===== config.mk =====
export PLATFORM = sky130hd
export DESIGN_NAME = unpooling_core_2x2_cxy_flat
export DESIGN_NICKNAME = d
export VERILOG_FILES = /design/src/rtl/unpooling_core_2x2_cxy_pkg.sv /design/src/rtl/unpooling_core_2x2_cxy_if.sv /design/src/rtl/unpooling_core_2x2_cxy_line_bank.sv /design/src/rtl/unpooling_core_2x2_cxy.sv /design/src/flat_wrapper.sv
export SDC_FILE = /design/constraint.sdc
export NUM_CORES = 1
export LEC_CHECK = 0
export BUFFER_PORTS_ARGS = -buffer_cell sky130_fd_sc_hd__buf_2
export CAP_MARGIN = 5
export CORE_MARGIN = 2
export CORE_UTILIZATION = 36
export CTS_CLUSTER_DIAMETER = 80
export DETAILED_ROUTE_END_ITERATION = 10
export PLACE_DENSITY_LB_ADDON = 0.3
export SLEW_MARGIN = 15
export SYNTH_ARGS = -nofsm -noshare
export SYNTH_HDL_FRONTEND = slang
export SYNTH_SLANG_ARGS = --single-unit

===== constraint.sdc =====
create_clock -name CLK -period 4.05 [get_ports CLK]
set_clock_uncertainty 0.2 [all_clocks]
set_input_delay 0.6075 -clock CLK [delete_from_list [all_inputs] [get_ports CLK]]
set_output_delay 0.6075 -clock CLK [all_outputs]
set_load 0.005 [all_outputs]

===== src/rtl/unpooling_core_2x2_cxy_pkg.sv =====
// Shared definitions for the 2x2 nearest-neighbour unpooling core:
// default geometry, pooled-side sizes and the read-side FSM encoding.
package unpool_pkg;

  localparam int DEF_WIDTH  = 16;
  localparam int DEF_HEIGHT = 16;
  localparam int IN_W       = DEF_WIDTH / 2;
  localparam int IN_H       = DEF_HEIGHT / 2;

  typedef enum logic [1:0] {
    IDLE  = 2'd0,
    ROW_A = 2'd1,
    ROW_B = 2'd2
  } rd_state_t;

endpackage


===== src/rtl/unpooling_core_2x2_cxy_if.sv =====
// Stream bundle for the unpooling core: pooled input side and upsampled
// output side, each with valid/ready. The core is the slave; the
// surrounding pipeline (or a bench) is the master.
interface unpooling_core_2x2_cxy_if #(
  parameter int DW = 24
);
  logic          DIN_VALID;
  logic [DW-1:0] DIN;
  logic          DIN_LAST_IN_LINE;
  logic          DIN_LAST_PIX;
  logic          DIN_READY;
  logic [DW-1:0] OUT;
  logic          VALID;
  logic          LAST_IN_LINE;
  logic          LAST_PIX;
  logic          OUT_READY;

  modport master (
    output DIN_VALID, DIN, DIN_LAST_IN_LINE, DIN_LAST_PIX, OUT_READY,
    input  DIN_READY, OUT, VALID, LAST_IN_LINE, LAST_PIX
  );

  modport slave (
    input  DIN_VALID, DIN, DIN_LAST_IN_LINE, DIN_LAST_PIX, OUT_READY,
    output DIN_READY, OUT, VALID, LAST_IN_LINE, LAST_PIX
  );
endinterface


===== src/rtl/unpooling_core_2x2_cxy_line_bank.sv =====
// One pooled-line bank: synchronous write port, asynchronous read port and
// a full flag that the write side sets and the read side clears.
module unpool_line_bank #(
  parameter int DEPTH = 8,
  parameter int AW    = 3,
  parameter int DW    = 24
) (
  input  logic          CLK,
  input  logic          RSTn,
  input  logic          we,
  input  logic [AW-1:0] waddr,
  input  logic [DW-1:0] wdata,
  input  logic [AW-1:0] raddr,
  output logic [DW-1:0] rdata,
  input  logic          set_full,
  input  logic          clr_full,
  output logic          full
);

  logic [DW-1:0] mem [DEPTH];

  // Pixel storage write.
  // NOTE: the array has no reset; the full flag alone decides whether its contents are meaningful.
  always_ff @(posedge CLK) begin
    if (we) mem[waddr] <= wdata;
  end

  // Full flag: set when the last pixel of a line lands, cleared when the line has been read out twice.
  // NOTE: sequential state uses non-blocking assignments so every flop samples pre-edge values.
  always_ff @(posedge CLK) begin
    if (!RSTn)         full <= 1'b0;
    else if (set_full) full <= 1'b1;
    else if (clr_full) full <= 1'b0;
  end

  assign rdata = mem[raddr];

endmodule


===== src/rtl/unpooling_core_2x2_cxy.sv =====
// 2x nearest-neighbour upsampler. Each pooled pixel becomes a 2x2 block:
// a pooled line is written into one of two ping-pong banks, then read out
// twice (ROW_A, ROW_B) with every pixel emitted on two consecutive columns.
// Optional build macro UNPOOL_PROTOCOL_CHECK_EN adds a sticky ERR output
// that flags DIN_LAST_IN_LINE / DIN_LAST_PIX disagreeing with the framing.
module unpooling_core_2x2_cxy
  import unpool_pkg::*;
#(
  parameter int P_WIDTH  = DEF_WIDTH,
  parameter int P_HEIGHT = DEF_HEIGHT,
  parameter int P_WCNT_W = 4,
  parameter int P_HCNT_W = 4,
  parameter int DW       = 24
) (
  input  logic                      CLK,
  input  logic                      RSTn,
  unpooling_core_2x2_cxy_if.slave   bus
`ifdef UNPOOL_PROTOCOL_CHECK_EN
  ,
  output logic                      ERR
`endif
);

  localparam int AW = P_WCNT_W - 1;
  localparam logic [AW-1:0]       IN_COL_LAST  = AW'(P_WIDTH / 2 - 1);
  localparam logic [P_WCNT_W-1:0] OUT_COL_LAST = P_WCNT_W'(P_WIDTH - 1);
  localparam logic [P_HCNT_W-1:0] OUT_ROW_LAST = P_HCNT_W'(P_HEIGHT - 1);

  logic [1:0]          full;
  logic                wr_sel;
  logic                rd_sel;
  logic [AW-1:0]       in_col;
  logic [P_WCNT_W-1:0] out_col;
  logic [P_HCNT_W-1:0] out_row;
  logic [DW-1:0]       rdata [2];
  rd_state_t           state;
  rd_state_t           state_nxt;
  rd_state_t           row_eff;
  logic                accept;
  logic                in_line_end;
  logic                load;
  logic                out_line_end;
  logic                release_bank;

  assign bus.DIN_READY = ~full[wr_sel];
  assign accept        = bus.DIN_VALID & ~full[wr_sel];
  assign in_line_end   = accept & (in_col == IN_COL_LAST);

  for (genvar b = 0; b < 2; b++) begin : g_bank
    unpool_line_bank #(
      .DEPTH (P_WIDTH / 2),
      .AW    (AW),
      .DW    (DW)
    ) u_bank (
      .CLK      (CLK),
      .RSTn     (RSTn),
      .we       (accept & (wr_sel == 1'(b))),
      .waddr    (in_col),
      .wdata    (bus.DIN),
      .raddr    (out_col[P_WCNT_W-1:1]),
      .rdata    (rdata[b]),
      .set_full (in_line_end & (wr_sel == 1'(b))),
      .clr_full (release_bank & (rd_sel == 1'(b))),
      .full     (full[b])
    );
  end

  // Write side: column counter and bank pointer advance on every accepted pixel.
  always_ff @(posedge CLK) begin
    if (!RSTn) begin
      in_col <= '0;
      wr_sel <= 1'b0;
    end else if (accept) begin
      in_col <= in_line_end ? '0 : in_col + 1'b1;
      if (in_line_end) wr_sel <= ~wr_sel;
    end
  end

  // Read FSM next state. IDLE with a full bank already behaves as ROW_A so the
  // first output pixel loads in the same cycle the full flag becomes visible.
  // A bank is released once its last ROW_B pixel is captured in the output
  // register, so the writer may refill it while that pixel waits downstream.
  // NOTE: every always_comb output gets a default first so no latch can be inferred.
  always_comb begin
    row_eff = state;
    if (state == IDLE && full[rd_sel]) row_eff = ROW_A;
    load         = (~bus.VALID | bus.OUT_READY) & (row_eff != IDLE);
    out_line_end = load & (out_col == OUT_COL_LAST);
    release_bank = out_line_end & (row_eff == ROW_B);
    state_nxt    = row_eff;
    if (out_line_end) begin
      if (row_eff == ROW_A) state_nxt = ROW_B;
      else                  state_nxt = full[~rd_sel] ? ROW_A : IDLE;
    end
  end

  // Read FSM state register.
  always_ff @(posedge CLK) begin
    if (!RSTn) state <= IDLE;
    else       state <= state_nxt;
  end

  // Read side counters and bank pointer advance on every output load.
  always_ff @(posedge CLK) begin
    if (!RSTn) begin
      out_col <= '0;
      out_row <= '0;
      rd_sel  <= 1'b0;
    end else if (load) begin
      out_col <= out_line_end ? '0 : out_col + 1'b1;
      if (out_line_end) out_row <= (out_row == OUT_ROW_LAST) ? '0 : out_row + 1'b1;
      if (release_bank) rd_sel <= ~rd_sel;
    end
  end

  // Output register: loads when empty or draining, holds everything while stalled.
  always_ff @(posedge CLK) begin
    if (!RSTn) begin
      bus.OUT          <= '0;
      bus.VALID        <= 1'b0;
      bus.LAST_IN_LINE <= 1'b0;
      bus.LAST_PIX     <= 1'b0;
    end else if (load) begin
      bus.OUT          <= rdata[rd_sel];
      bus.VALID        <= 1'b1;
      bus.LAST_IN_LINE <= (out_col == OUT_COL_LAST);
      bus.LAST_PIX     <= (out_col == OUT_COL_LAST) && (out_row == OUT_ROW_LAST);
    end else if (bus.OUT_READY) begin
      bus.VALID        <= 1'b0;
      bus.LAST_IN_LINE <= 1'b0;
      bus.LAST_PIX     <= 1'b0;
    end
  end

`ifdef UNPOOL_PROTOCOL_CHECK_EN
  localparam logic [P_HCNT_W-2:0] IN_ROW_LAST = (P_HCNT_W-1)'(P_HEIGHT / 2 - 1);

  logic [P_HCNT_W-2:0] in_row;

  // Protocol check: track the pooled row and flag any mismatching end-of-line/frame marker.
  always_ff @(posedge CLK) begin
    if (!RSTn) begin
      in_row <= '0;
      ERR    <= 1'b0;
    end else if (accept) begin
      if (in_line_end) in_row <= (in_row == IN_ROW_LAST) ? '0 : in_row + 1'b1;
      if ((bus.DIN_LAST_IN_LINE != (in_col == IN_COL_LAST)) ||
          (bus.DIN_LAST_PIX != ((in_col == IN_COL_LAST) && (in_row == IN_ROW_LAST))))
        ERR <= 1'b1;
    end
  end
`endif

endmodule


===== src/flat_wrapper.sv =====
// flat-port wrapper written by rule: the top's interface ports become plain ports
module unpooling_core_2x2_cxy_flat import unpool_pkg::*;
#(
  parameter int P_WIDTH  = DEF_WIDTH,
  parameter int P_HEIGHT = DEF_HEIGHT,
  parameter int P_WCNT_W = 4,
  parameter int P_HCNT_W = 4,
  parameter int DW       = 24
)
  (CLK, RSTn, bus_DIN_VALID, bus_DIN, bus_DIN_LAST_IN_LINE, bus_DIN_LAST_PIX, bus_OUT_READY, bus_DIN_READY, bus_OUT, bus_VALID, bus_LAST_IN_LINE, bus_LAST_PIX);
  unpooling_core_2x2_cxy_if #(.DW(DW)) bus_i ();
  input  logic CLK;
  input  logic RSTn;
  input wire logic [$bits(bus_i.DIN_VALID)-1:0] bus_DIN_VALID;
  input wire logic [$bits(bus_i.DIN)-1:0] bus_DIN;
  input wire logic [$bits(bus_i.DIN_LAST_IN_LINE)-1:0] bus_DIN_LAST_IN_LINE;
  input wire logic [$bits(bus_i.DIN_LAST_PIX)-1:0] bus_DIN_LAST_PIX;
  input wire logic [$bits(bus_i.OUT_READY)-1:0] bus_OUT_READY;
  output wire logic [$bits(bus_i.DIN_READY)-1:0] bus_DIN_READY;
  output wire logic [$bits(bus_i.OUT)-1:0] bus_OUT;
  output wire logic [$bits(bus_i.VALID)-1:0] bus_VALID;
  output wire logic [$bits(bus_i.LAST_IN_LINE)-1:0] bus_LAST_IN_LINE;
  output wire logic [$bits(bus_i.LAST_PIX)-1:0] bus_LAST_PIX;
  assign bus_i.DIN_VALID = bus_DIN_VALID;
  assign bus_i.DIN = bus_DIN;
  assign bus_i.DIN_LAST_IN_LINE = bus_DIN_LAST_IN_LINE;
  assign bus_i.DIN_LAST_PIX = bus_DIN_LAST_PIX;
  assign bus_i.OUT_READY = bus_OUT_READY;
  assign bus_DIN_READY = bus_i.DIN_READY;
  assign bus_OUT = bus_i.OUT;
  assign bus_VALID = bus_i.VALID;
  assign bus_LAST_IN_LINE = bus_i.LAST_IN_LINE;
  assign bus_LAST_PIX = bus_i.LAST_PIX;
  unpooling_core_2x2_cxy #(.P_WIDTH(P_WIDTH), .P_HEIGHT(P_HEIGHT), .P_WCNT_W(P_WCNT_W), .P_HCNT_W(P_HCNT_W), .DW(DW)) u_core (.CLK(CLK), .RSTn(RSTn), .bus(bus_i));
endmodule

== Yosys cells after proc, flatten, opt, wreduce, memory -nomap -nowiden ==
Memory sizes are Yosys's and may differ from the RTL's. A register that Yosys moved wholly into a read port is not among the register bits.
Cells that the tools add are included.

* Add/sub/neg operators: 3
* $mul: 0
* Divide/modulo/power cells: 0
* Order comparisons: 4
* Equal/unequal tests: 5
* Shifts and indexed selects: 0
* Muxes and demuxes: 32
* Bitwise gates (word level): 17
* Reductions and logical operators: 10

{| class="wikitable"
|+ Operator list
! cell !! count
|-
| 2-to-1 mux 24 bit || 3
|-
| 2-to-1 mux 1 bit || 19
|-
| 2-to-1 mux 3 bit || 5
|-
| AND 1 bit || 11
|-
| adder 4 x 1 -> 4 bit (second input constant) || 2
|-
| == test 4 bit (second input constant) || 2
|-
| 2-to-1 mux 4 bit || 2
|-
| nonzero test 2 bit || 4
|-
| < comparator 1 x 2 -> 1 bit (second input constant) || 3
|-
| 2-to-1 mux 2 bit || 3
|-
| AND reduction 2 bit || 3
|-
| inverter 1 bit || 4
|-
| adder 3 x 1 -> 3 bit (second input constant) || 1
|-
| == test 3 bit (second input constant) || 1
|-
| == test 2 x 1 -> 1 bit (second input constant) || 1
|-
| == test 2 bit (second input constant) || 1
|-
| greater-or-equal comparator 2 bit (second input constant) || 1
|-
| logical AND 1 bit || 2
|-
| zero test 2 bit || 1
|-
| inverter 1 -> 2 bit || 1
|-
| bitwise OR 1 bit || 1
|}

* Register bits after elaboration: 44
* Latch bits: 0
* Memory bits (writable): 384
* ROM bits: 0
* Input bits: 30
* Output and inout port bits: 28
* Logic and storage cells: 85
* Memories: 2

{| class="wikitable"
|+ Memories
! memory !! depth !! width !! read ports !! clocked after Yosys merged registers in !! wr ports !! RTL line !! source
|-
| u_core.g_bank[0].u_bank.mem || 8 || 24 || 1 || 1 || 1 || unpooling_core_2x2_cxy_line_bank.sv:20 || <nowiki>logic [DW-1:0] mem [DEPTH];</nowiki>
|-
| u_core.g_bank[1].u_bank.mem || 8 || 24 || 1 || 1 || 1 || unpooling_core_2x2_cxy_line_bank.sv:20 ||
|}

== Logic depth before layout (Yosys ltp) ==
* Depth after elaboration: 11
* Gate-level depth with buffers: 7
* Mapped depth without buffers: 5

== By module ==
Synthesis repeated with hierarchy kept, for this count alone.

* Cells, all modules: 791
* Area total of the unflattened synthesis: 16,654.7 µm²

{| class="wikitable"
|+ By module, submodules not included
! module !! times used !! cells each !! area each (µm²)
|-
| unpool_line_bank || 2 || 293 || 7,352.1
|-
| unpooling_core_2x2_cxy || 1 || 205 || 1,950.6
|}

== Least setup slack after synthesis ==
Ideal clock, no wire load.

* Path type: input to register
* Start point: input bus_DIN_VALID
* End point: memory u_core.g_bank[0].u_bank.mem[0][0] (enable)
* Library setup time: 0.466 ns
* Arrival time: 3.412 ns
* Data required time: 3.384 ns
* Path slack: -0.028 ns
* Cell stages on the path: 2
* Cells stage by stage: or3b_2 -> nor4_1

* Word-level cells in the longest chain between the ends: 4

{| class="wikitable"
|+ Ends and longest elaborated chain
! item !! RTL line !! source
|-
| start: declaration || flat_wrapper.sv:14 || <nowiki>input wire logic [$bits(bus_i.DIN_VALID)-1:0] bus_DIN_VALID;</nowiki>
|-
| AND 1 bit || unpooling_core_2x2_cxy.sv:46 || <nowiki>assign accept = bus.DIN_VALID & ~full[wr_sel];</nowiki>
|-
| AND 1 bit || unpooling_core_2x2_cxy.sv:57 || <nowiki>.we (accept & (wr_sel == 1'(b))),</nowiki>
|-
| 2-to-1 mux 1 bit || unpooling_core_2x2_cxy_line_bank.sv:25 || <nowiki>if (we) mem[waddr] <= wdata;</nowiki>
|-
| 2-to-1 mux 1 bit (implied by the code) || unpooling_core_2x2_cxy_line_bank.sv:25 ||
|-
| end: declaration || unpooling_core_2x2_cxy_line_bank.sv:20 ||
|}

Every way passes these cells.

== Worst setup path in the final report ==
* Start point: register u_core.rd_sel
* End point: register u_core.bus.OUT[17]

* Word-level cells in the longest chain between the ends: 6
* Elaborated cells on any way between the ends: 10
* Classes of those cells: 6 x mux; 2 x bitwise; 2 x reduce/logical

{| class="wikitable"
|+ Ends and longest elaborated chain
! item !! RTL line !! source
|-
| start: declaration || unpooling_core_2x2_cxy.sv:31 || <nowiki>logic rd_sel;</nowiki>
|-
| start signal: assignment || unpooling_core_2x2_cxy.sv:112 || <nowiki>if (release_bank) rd_sel <= ~rd_sel;</nowiki>
|-
| 2-to-1 mux 1 bit (implied by the code) (2 in series) || unpooling_core_2x2_cxy.sv:86 || <nowiki>if (state == IDLE && full[rd_sel]) row_eff = ROW_A;</nowiki>
|-
| logical AND 1 bit || unpooling_core_2x2_cxy.sv:86 ||
|-
| 2-to-1 mux 2 bit || unpooling_core_2x2_cxy.sv:86 ||
|-
| nonzero test 2 bit || unpooling_core_2x2_cxy.sv:87 || <nowiki>load = (~bus.VALID | bus.OUT_READY) & (row_eff != IDLE);</nowiki>
|-
| AND 1 bit || unpooling_core_2x2_cxy.sv:87 ||
|-
| end signal: assignment || unpooling_core_2x2_cxy.sv:124 || <nowiki>bus.OUT <= rdata[rd_sel];</nowiki>
|-
| end: declaration || unpooling_core_2x2_cxy_if.sv:25 || <nowiki>output DIN_READY, OUT, VALID, LAST_IN_LINE, LAST_PIX</nowiki>
|}

Several ways; a longest one is shown, not always the timed one. The select of a mux whose other input is x is not followed.
A chain may end at the register's enable or synchronous reset.

==> impl_metrics.toml <==
[outcome]
status = "completed"

[worst_setup_path]
reg2reg_depth = 5
critical_path.startpoint = "u_core.rd_sel$_SDFFE_PN0P_"
cp-end-kind = "flip-flop"
critPathArrivalTime_ps = 2910
r2r-start = "u_core.rd_sel$_SDFFE_PN0P_"
start_kind = "flip-flop"
timing.critical_path.max_delay_family = "compound AO/OA/AOI/OAI gates"
crit_fanout = 34
path_depth = 5
worstPathRequired_ps = 4320
crit_chain = "mux2i_2, a21oi_4, buf_4, o21ai_0, a31oi_1"
cpMaxStageDelayCell = "a21oi_4"
slowest_delay_ps = 910
crit_buf_inv = 1
r2r-end = "u_core.bus.OUT[17]$_SDFFE_PN0P_"
worst-setup-path-type = "reg -> reg"
cp-endpoint = "u_core.bus.OUT[17]$_SDFFE_PN0P_"
rrSetupSlack_ps = 1410

[global_route]
grt_pass1_wl_um = 53770
grt_usage_pct = 15.50
grt-ovfl-total = 0
first_global_vias = 8479
grt_max_degree = 57
antenna_found_initial = 0

[route]
wl_met2_um = 16560
viasPerCell = 5.240
drtPass1Iterations = 5
drt_wl_total_um = 36170
ant_nets = 0
m1WireLength_um = 16970
routedWlPerCell_um = 22.40
drt_iter0_markers = 795
route.vias.total = 8462
drc = 0
wl_met3_um = 1999
highest_layer = "met4"

[logic_synthesis]
syn_nets = 932
netlist_instances = 898
synthArstFlopShare_pct = 0
seq_area_frac_synth_pct = 76.43
synth_area_um2 = 16320
synth-edff-count = 384
ys_types = 43
synth_seq_cells = 431
ys.flop_type = "edfxtp_1"
syn_avg_cell_area_um2 = 18.17
yosysWarnings = 0

[sta]
worst_pin_slew_ps = 1135
slew_headroom_pct = 24.13
post-route-period-util_pct = 65.15
hold-worst-slack_ps = 179.4
finalHoldViolations = 0
slew_viol_final = 0
fin_tns_setup_ps = 0
rsz0062_at_grt = "false"
finalSetupViolCount = 0
period_minus_slack_ps = 2639
max_freq_ghz = 0.3790

[final_layout]
num_antenna_cells = 0
register_area_um2 = 12480
multiInputGateArea_um2 = 3716
fillerInstances = 4013
layout-drive-gt1-share_pct = 21.38
final_util_pct = 41.86
final_cells = 1615
nets = 1016
postLayoutCellArea_um2 = 18870
syn2layout_area_growth_pct = 15.66

[pwr]
power.density_nw_per_um2 = 473.1
clockPowerShare_pct = 43.6
p_switching_uw = 1739
leakage_uw = 0.005791
p_comb_share_pct = 1.7
switching_share_pct = 19.48
p_seq_share_pct = 54.8
max-vdd-ir-drop_mv = 0.3066
power.internal_uw = 7190

[cts]
cts_tree = "yes"
path_clk_slew_ps = 60
htreeDepth = 2
cts_made_buffers = 44
cts.sinks = 431
clk_latency_ps = 550
clk_path_buf_depth = 3
cts.repair.resized = 0
post-cts-setup-buffer-count = 0
root_buffer = "clkbuf_16"
hold_buffers = 0

[place]
dpl_cell_area_um2 = 17490
finalWeightedCongestion = 0.7493
placed_cells = 1536
portBuffers = 55
dp_hpwl_um = 19430

[floorplan]
die-area_um2 = 47050
rows = 78
core_area_um2 = 45090
chipWidth_um = 216.9
start_util_pct = 36.19
die_h_um = 216.9
io_pins = 58

[run]
drv_cap = 0

[worst_hold_path]
worstHoldPathType = "in -> reg"
==> cells in the mapped netlist (2+ instances only) <==
cell type | instances | share of area [%]
or3_1 | 2 | 0.077
nor2b_1 | 3 | 0.12
nor4_1 | 2 | 0.077
mux2i_1 | 104 | 6.4
buf_2 | 24 | 0.74
a211oi_1 | 2 | 0.092
inv_1 | 4 | 0.092
nor3_1 | 12 | 0.37
edfxtp_1 | 384 | 71
a21oi_1 | 14 | 0.43
o32ai_1 | 3 | 0.16
and3_1 | 6 | 0.23
or4_1 | 3 | 0.14
clkbuf_1 | 21 | 0.48
or3b_2 | 2 | 0.11
buf_6 | 2 | 0.14
ha_1 | 4 | 0.31
nor2_1 | 34 | 0.78
xnor2_1 | 2 | 0.11
dfxtp_1 | 47 | 5.8
o21ai_0 | 31 | 0.95
a31oi_1 | 26 | 1.0
mux4_2 | 45 | 6.2
nand3_1 | 8 | 0.25
o22ai_1 | 48 | 1.8
a22oi_1 | 21 | 0.97
or2_2 | 2 | 0.077
nand2_1 | 20 | 0.46
nand4_1 | 2 | 0.077
xor2_1 | 2 | 0.11
nand3b_1 | 2 | 0.092
nand2b_1 | 5 | 0.19
==> power by group through the flow <==
stage	Combinational (uW)	Clock [uW]	Sequential [uW]
floorplan	56.9	0	4980
global placement	147	0	4980
detailed placement	152	0	4980
CTS	152	3980	4890
global route	167	4140	4890
finish	150	3890	4890
==> cell usage in the layout (no fill, tap or decap), types with 20 or more instances in the layout <==
cell type  instances
edfxtp_1         384
nor2_1            27
dfxtp_1           45
buf_2             55
a22oi_1           21
clkbuf_16         44
o21ai_0           31
buf_4             31
mux4_2            45
nand2_1           20
mux2i_1          104
a31oi_1           26
o22ai_1           48
==> kinds of logic after synthesis <==
| kind of cell | count (synthesis) | share of synthesized area, % |
|---|---|---|
| flops | 431 | 76.43 |
| fa+ha+maj | 4 | 0.3067 |
| xor+xnor | 4 | 0.2147 |
| compound gates | 148 | 5.597 |
| simple gates | 107 | 3.228 |
| mux | 150 | 12.67 |
| buf+inv | 54 | 1.549 |
==> metrics by stage <==
stage	total power, uW	worst slack (ps)
floorplan	5038	103.1
finish	8929	1411
global route	9197	1198
detailed placement	5136	1339
global placement	5129	1365
CTS	9021	1392
==> sequential cells by signal (all words and copies together) (netlist names), named ones only <==
register	cells
u_core.g_bank.u_bank.mem	384
u_core.state	2
u_core.wr_sel	1
u_core.rd_sel	1
u_core.out_row	4
u_core.g_bank.u_bank.full	2
u_core.bus.LAST_IN_LINE	1
u_core.bus.LAST_PIX	1
u_core.out_col	4
u_core.bus.OUT	24
u_core.bus.VALID	1
u_core.in_col	3
==> final cells by class <==
| class | instances | area share (%) |
|---|---|---|
| Multi-Input combinational cell | 413 | 19.69 |
| Inverter | 5 | 0.09944 |
| Clock inverter | 15 | 0.8685 |
| Sequential cell | 431 | 66.12 |
| Clock buffer | 64 | 6.444 |
| Tap cell | 600 | 3.978 |
| Timing Repair Buffer | 87 | 2.798 |
==> tightest hold or removal path, cell delays in order <==
cell and delay, ps:
buf_2 110, or3b_2 110, a21oi_1 60
==> routing by layer <==
metal / track usage [%] / vias up
met3: 3.033 / 52
met1: 22.53 / 4363
met4: 3.813 / 0
li1: - / 3802
met5: 0 / -
met2: 24.06 / 245
==> how the worst min path moves through the flow <==
stage                                                       to                            from  slack [ps]  cells after the start
after floorplan                 u_core.out_row[3]$_SDFFE_PN0P_  u_core.out_row[3]$_SDFFE_PN0P_         240                      1
after global placement          u_core.out_row[3]$_SDFFE_PN0P_  u_core.out_row[3]$_SDFFE_PN0P_         260                      1
after detailed placement        u_core.out_row[3]$_SDFFE_PN0P_  u_core.out_row[3]$_SDFFE_PN0P_         260                      1
after CTS                 u_core.bus.LAST_IN_LINE$_SDFFE_PN0P_                   bus_OUT_READY         160                      3
after global routing          u_core.bus.LAST_PIX$_SDFFE_PN0P_                   bus_OUT_READY         190                      4
final                     u_core.bus.LAST_IN_LINE$_SDFFE_PN0P_                   bus_OUT_READY         180                      3
Power figures use the tool's default switching activity.
